--- src/rtl/fifo_rd_framer.sv ---
// Read-domain FIFO consumer: pops words, absorbs the one-cycle read latency,
// and emits FRAME_LEN data beats followed by an additive checksum beat.
module fifo_rd_framer #(
    parameter int DATA_W    = 32,
    parameter int FRAME_LEN = 8
) (
    input  logic              rclk,
    input  logic              rst_n,
    input  logic              fifo_empty,
    output logic              fifo_rd_en,
    input  logic [DATA_W-1:0] fifo_rd_data,
    output logic [DATA_W-1:0] m_data,
    output logic              m_valid,
    output logic              m_last,
    input  logic              m_ready,
    output logic [15:0]       frame_cnt,
    output logic              busy
);

    localparam int CNT_W = $clog2(FRAME_LEN + 1);
    localparam logic [CNT_W-1:0] FRAME_LEN_C = CNT_W'(FRAME_LEN);
    localparam logic [CNT_W-1:0] LAST_IDX_C  = CNT_W'(FRAME_LEN - 1);

    typedef enum logic [1:0] {
        ST_IDLE = 2'd0,
        ST_DATA = 2'd1,
        ST_CSUM = 2'd2
    } state_t;

    function automatic logic [DATA_W-1:0] csum_add(
        input logic [DATA_W-1:0] acc,
        input logic [DATA_W-1:0] word
    );
        return acc + word;
    endfunction

    state_t              state_r;
    state_t              state_n_s;
    logic [CNT_W-1:0]    issued_r;
    logic [CNT_W-1:0]    captured_r;
    logic                inflight_r;
    logic [DATA_W-1:0]   sum_r;
    logic [DATA_W-1:0]   head_data_r;
    logic                head_last_r;
    logic [DATA_W-1:0]   tail_data_r;
    logic                tail_last_r;
    logic [1:0]          occ_r;
    logic [15:0]         frame_cnt_r;
    logic                busy_r;

    logic                pop_s;
    logic                room_s;
    logic                issue_s;
    logic                capture_s;
    logic                csum_push_s;
    logic                push_s;
    logic [DATA_W-1:0]   push_data_s;
    logic                push_last_s;
    logic [DATA_W-1:0]   head_data_n_s;
    logic                head_last_n_s;
    logic [DATA_W-1:0]   tail_data_n_s;
    logic                tail_last_n_s;
    logic [1:0]          occ_mid_s;
    logic [1:0]          occ_n_s;

    // Handshake, credit and push-source decode
    always_comb begin
        pop_s       = (occ_r != 2'd0) & m_ready;
        capture_s   = inflight_r;
        // Outstanding reads plus buffered beats, net of this cycle's pop, stay below 2
        room_s      = (({1'b0, occ_r} + {2'b00, inflight_r}) < (3'd2 + {2'b00, pop_s}));
        issue_s     = rst_n & ~fifo_empty & room_s & (state_r != ST_CSUM) &
                      (issued_r < FRAME_LEN_C);
        csum_push_s = (state_r == ST_CSUM) & ({1'b0, occ_r} < (3'd2 + {2'b00, pop_s}));
        push_s      = capture_s | csum_push_s;
        if (capture_s) begin
            push_data_s = fifo_rd_data;
            push_last_s = 1'b0;
        end else begin
            push_data_s = sum_r;
            push_last_s = 1'b1;
        end
    end

    assign fifo_rd_en = issue_s;

    // Two-entry output buffer: pop shifts tail to head, push fills first free slot
    always_comb begin
        head_data_n_s = head_data_r;
        head_last_n_s = head_last_r;
        tail_data_n_s = tail_data_r;
        tail_last_n_s = tail_last_r;
        occ_mid_s     = occ_r;
        occ_n_s       = occ_r;
        if (pop_s) begin
            occ_mid_s = occ_r - 2'd1;
            if (occ_r == 2'd2) begin
                head_data_n_s = tail_data_r;
                head_last_n_s = tail_last_r;
            end else begin
                head_last_n_s = 1'b0;
            end
        end else begin
            occ_mid_s = occ_r;
        end
        if (push_s) begin
            occ_n_s = occ_mid_s + 2'd1;
            if (occ_mid_s == 2'd0) begin
                head_data_n_s = push_data_s;
                head_last_n_s = push_last_s;
            end else begin
                tail_data_n_s = push_data_s;
                tail_last_n_s = push_last_s;
            end
        end else begin
            occ_n_s = occ_mid_s;
        end
    end

    // Frame sequencing
    always_comb begin
        state_n_s = state_r;
        case (state_r)
            ST_IDLE: begin
                if (issue_s) begin
                    state_n_s = ST_DATA;
                end else begin
                    state_n_s = ST_IDLE;
                end
            end
            ST_DATA: begin
                // Leave on the edge that captures the final word so the checksum
                // can be queued back-to-back with the last data beat
                if (capture_s && (captured_r == LAST_IDX_C) && !issue_s) begin
                    state_n_s = ST_CSUM;
                end else begin
                    state_n_s = ST_DATA;
                end
            end
            ST_CSUM: begin
                if (csum_push_s) begin
                    state_n_s = ST_IDLE;
                end else begin
                    state_n_s = ST_CSUM;
                end
            end
            default: begin
                state_n_s = ST_IDLE;
            end
        endcase
    end

    // State, counters, checksum and buffer registers
    always_ff @(posedge rclk) begin
        if (!rst_n) begin
            state_r     <= ST_IDLE;
            issued_r    <= '0;
            captured_r  <= '0;
            inflight_r  <= 1'b0;
            sum_r       <= '0;
            head_data_r <= '0;
            head_last_r <= 1'b0;
            tail_data_r <= '0;
            tail_last_r <= 1'b0;
            occ_r       <= 2'd0;
            frame_cnt_r <= 16'd0;
            busy_r      <= 1'b0;
        end else begin
            state_r     <= state_n_s;
            inflight_r  <= issue_s;
            head_data_r <= head_data_n_s;
            head_last_r <= head_last_n_s;
            tail_data_r <= tail_data_n_s;
            tail_last_r <= tail_last_n_s;
            occ_r       <= occ_n_s;
            busy_r      <= (state_n_s != ST_IDLE) | (occ_n_s != 2'd0);
            if (csum_push_s) begin
                sum_r      <= '0;
                captured_r <= '0;
                issued_r   <= '0;
            end else begin
                if (capture_s) begin
                    sum_r      <= csum_add(sum_r, fifo_rd_data);
                    captured_r <= captured_r + {{(CNT_W-1){1'b0}}, 1'b1};
                end else begin
                    sum_r      <= sum_r;
                    captured_r <= captured_r;
                end
                if (issue_s) begin
                    issued_r <= issued_r + {{(CNT_W-1){1'b0}}, 1'b1};
                end else begin
                    issued_r <= issued_r;
                end
            end
            if (pop_s && head_last_r) begin
                frame_cnt_r <= frame_cnt_r + 16'd1;
            end else begin
                frame_cnt_r <= frame_cnt_r;
            end
        end
    end

    assign m_valid   = (occ_r != 2'd0);
    assign m_data    = head_data_r;
    assign m_last    = head_last_r;
    assign frame_cnt = frame_cnt_r;
    assign busy      = busy_r;

endmodule

--- config.mk ---
export PLATFORM = sky130hd
export DESIGN_NAME = fifo_rd_framer
export DESIGN_NICKNAME = d
export VERILOG_FILES = /design/src/rtl/fifo_rd_framer.sv
export SDC_FILE = /design/constraint.sdc
export NUM_CORES = 1
export LEC_CHECK = 0
export ABC_AREA = 1
export BUFFER_PORTS_ARGS = -buffer_cell sky130_fd_sc_hd__buf_2
export CORE_MARGIN = 4
export CORE_UTILIZATION = 65
export CTS_BUF_LIST = sky130_fd_sc_hd__clkbuf_8
export CTS_CLUSTER_SIZE = 20
export DETAILED_ROUTE_END_ITERATION = 12
export PLACE_DENSITY = 0.87
export SYNTH_ARGS = -nofsm -noshare
export SYNTH_HDL_FRONTEND = slang
export SYNTH_SLANG_ARGS = --single-unit
--- constraint.sdc ---
create_clock -name rclk -period 3.7 [get_ports rclk]
set_clock_uncertainty 0.1 [all_clocks]
set_input_delay 0.555 -clock rclk [delete_from_list [all_inputs] [get_ports rclk]]
set_output_delay 0.555 -clock rclk [all_outputs]
set_load 0.01 [all_outputs]
==> summary.md <==
| Metric | Value |
|---|---|
| Fin util | `75.0%` |
| PwrDens | `around 570 mW/mm^2` |
| Commonest non-fill, non-tap cells in the layout | `nand2_1, inv_1, dfxtp_1` |
| Slew Viols, Final | `0` |
| Post-synthesis mux area share | `0%` |
| Register Area | `about 0.0026 sq mm` |
| Area grow syn2layout | `12.2%` |
| Max Root-Sink Buffers | `2` |
| Die Ht | `117 um` |
| Post-DP HPWL | `13.6 mm` |
| Die area | `0.0136 sq mm` |
| 1st-iter DRT viols | `518` |
| Register area share after synthesis | `33.3%` |
| # IOs | `approximately 90` |
| Fmax | `0.354 GHz` |
| Vias in the first global route | `7334` |
| Port Buffers | `87` |
| Endpoint arrival time on the critical path | `just over 3000 ps` |
| Final worst setup slack | `878 ps` |
| #FFs+latches synth | `about 130` |
| Routed wire length | `19.7 mm` |
| Remaining DRCs | `0` |
| Final hold violations | `0` |
| Core area | `0.0115 sq mm` |
| Wire per inst | `roughly 14 um` |
| H-tree Lvls | `4` |
| CTS tree | `yes` |
| Setup TNS | `0 ps` |
| Xor/xnor cell area share of the yosys netlist | `0.455%` |
| Final nets | `roughly 1300` |
| Unique cell type count in the Yosys netlist | `42` |
| Max-cap violations | `0` |
| CTS Buf Count | `17` |
| TritonRoute pass-1 iters | `7` |
| Area of the multi-input gates | `~0.0043 sq mm` |
| Synthesized Nets | `roughly 1300` |
| Worst EP required | `3980 ps` |
| CTS Sinks | `128` |
| Number of fill cells in the layout | `949` |
| Main combinational cell family by area after synthesis | `simple AND/OR/NAND/NOR gates` |
| Gate Count Post-Synth | `1186` |
| Synth warn | `0` |
| Final critical-path share of the clock period | `76.3%` |
| Post-synthesis compound-gate area fraction | `between 10% and 20%` |
| Element type at the critical path start | `register` |
| Crit end category | `register` |
| GRT overflow | `0` |
| DP Area | `0.00814 sq mm` |
| Die width | `117 um` |
| First-pass GRT wire length | `32.7 mm` |
| Layout cells sized above 1 | `roughly an eighth` |
| Adder-cell area share of the yosys netlist | `~6.8%` |
| Ant diodes | `0` |
| DR vias | `7878` |
| Gpl congestion | `0.967` |
| Worst-path fanout max | `39` |
| RSZ-0062 raised after global routing | `false` |
| Post-layout min period | `2820 ps` |
| Clk slew on worst S/H paths | `80 ps` |
| Place WS | `just over 900 ps` |
| Kind of critical path | `reg2reg` |
| Worst slew pin tran | `~670 ps` |
| Largest net degree at the start of global routing | `63` |
| Synth Area in Simple Gates | `33.3%` |
| VDD IR-drop max | `0.438 mV` |
| Post-CTS sizing | `0` |
| Post-synthesis average cell area | `6.49 sq um` |
| Post-route cell area | `between 0.008 and 0.009 sq mm` |
| Initial Util | `between 60% and 70%` |
| Setup Viol. Count Final | `0` |
| Syn Std Cell Area | `~0.0077 sq mm` |
| Final ANT Viol Nets | `0` |
| GRT Overall Usage | `29.6%` |
| Hold-fix buffers, CTS | `0` |
| Commonest non-fill, non-tap cell in the layout | `nand2_1` |
| Initial antenna violation count | `0` |
| Status | `finished clean` |
| Leak Pwr | `4.41 nW` |
| Postcts setup bufs | `0` |
| Via/cell ratio | `5.58` |
| Hold Crit Class | `in2reg` |
| Root buffer cell | `clkbuf_8` |
| Worst relative slew slack | `55.1%` |
| Site Rows | `39` |
| Clk Latency, worst-skew pair | `about 460 ps` |
power by group:
group	switching, W	internal [W]	total (W)
sequential	0.000147	0.00164	0.00179
clock	0.000594	0.000906	0.00150
combinational	0.00104	0.000559	0.00160
metal layers:
metal	part of all wire, %	routed length (um)	vias to the layer above	GRT usage (%)
met4	1.8	361	0	10.6
met3	5.8	1150	33	6.38
met1	45	8820	3640	37.3
met2	47	9340	216	50.2
li1	-	-	3989	-
met5	0	0	-	0
logic make-up after synthesis:
group | Yosys count
AO/OA/AOI/OAI | 210
flip-flops | 128
AND/OR/NAND/NOR | 613
buffers and inverters | 190
XOR/XNOR | 4
adder cells (fa/ha/maj) | 41
worst paths after layout:
path | start | endpoint | slack (ps) | depth (start not counted)
max reg2reg | occ_r[1]$_SDFF_PN0_ | tail_data_r[2]$_SDFFE_PN0P_ | 880 | 11
max | occ_r[1]$_SDFF_PN0_ | tail_data_r[2]$_SDFFE_PN0P_ | 880 | 11
min reg2reg | issued_r[3]$_SDFFE_PP0P_ | issued_r[3]$_SDFFE_PP0P_ | 350 | 2
min | fifo_rd_data[18] | tail_data_r[18]$_SDFFE_PN0P_ | 310 | 3
Yosys cell counts, drive strengths merged:
cell	count	area [sq um]
a22oi	1	7.51
o21ai	56	280
xor2	3	26.3
o21bai	3	22.5
nand3	64	335
nand2	415	1600
dfxtp	128	2560
a311oi	29	254
a221oi	1	8.76
a31oi	32	200
xnor2	1	8.76
o21a	2	15.0
and3	1	6.26
nand4	7	50.1
or2	8	52.6
ha	40	500
nor2	107	443
buf	30	190
o22ai	2	12.5
nor3b	1	7.51
a21o	3	22.5
a21oi	81	405
nor3	7	45.0
inv	146	548
nand3b	3	22.5
clkbuf	14	52.6
fa	1	20.0
worst max-delay path, cell delays in order (launching register included):
cell and delay, ps:
dfxtp_1 390, inv_1 70, ha_1 180, inv_2 70
nand2_4 80, inv_2 90, ha_1 250, ha_1 340
nor2_4 570, buf_12 280, o21ai_0 130, a21oi_1 170
area by class of cell:
cell class / instances / area share [%]
multi-input combinational: 868 / 50.4
sequential: 128 / 29.7
inverter: 146 / 6.35
timing repair buffer: 94 / 5.80
clock buffer: 19 / 3.03
clock inverter: 13 / 2.68
tap: 143 / 2.07
state kept, by name, indices dropped and copies added (netlist names):
name / cells
busy: 1
capture_s: 1
captured_r: 4
frame_cnt: 16
issued_r: 4
m_data: 32
m_last: 1
occ_r: 2
state_r: 2
sum_r: 32
tail_data_r: 32
tail_last_r: 1
through the flow:
stage | power (W) | hold WS, ps | cells
after floorplan | 0.00299 | 322 | 1186
after global placement | 0.00333 | 340 | 1379
after detailed placement | 0.00337 | 342 | 1379
after CTS | 0.00487 | 278 | 1411
after global routing | 0.00519 | 305 | 1411
final | 0.00488 | 306 | 1411
Power figures use the tool's default switching activity.
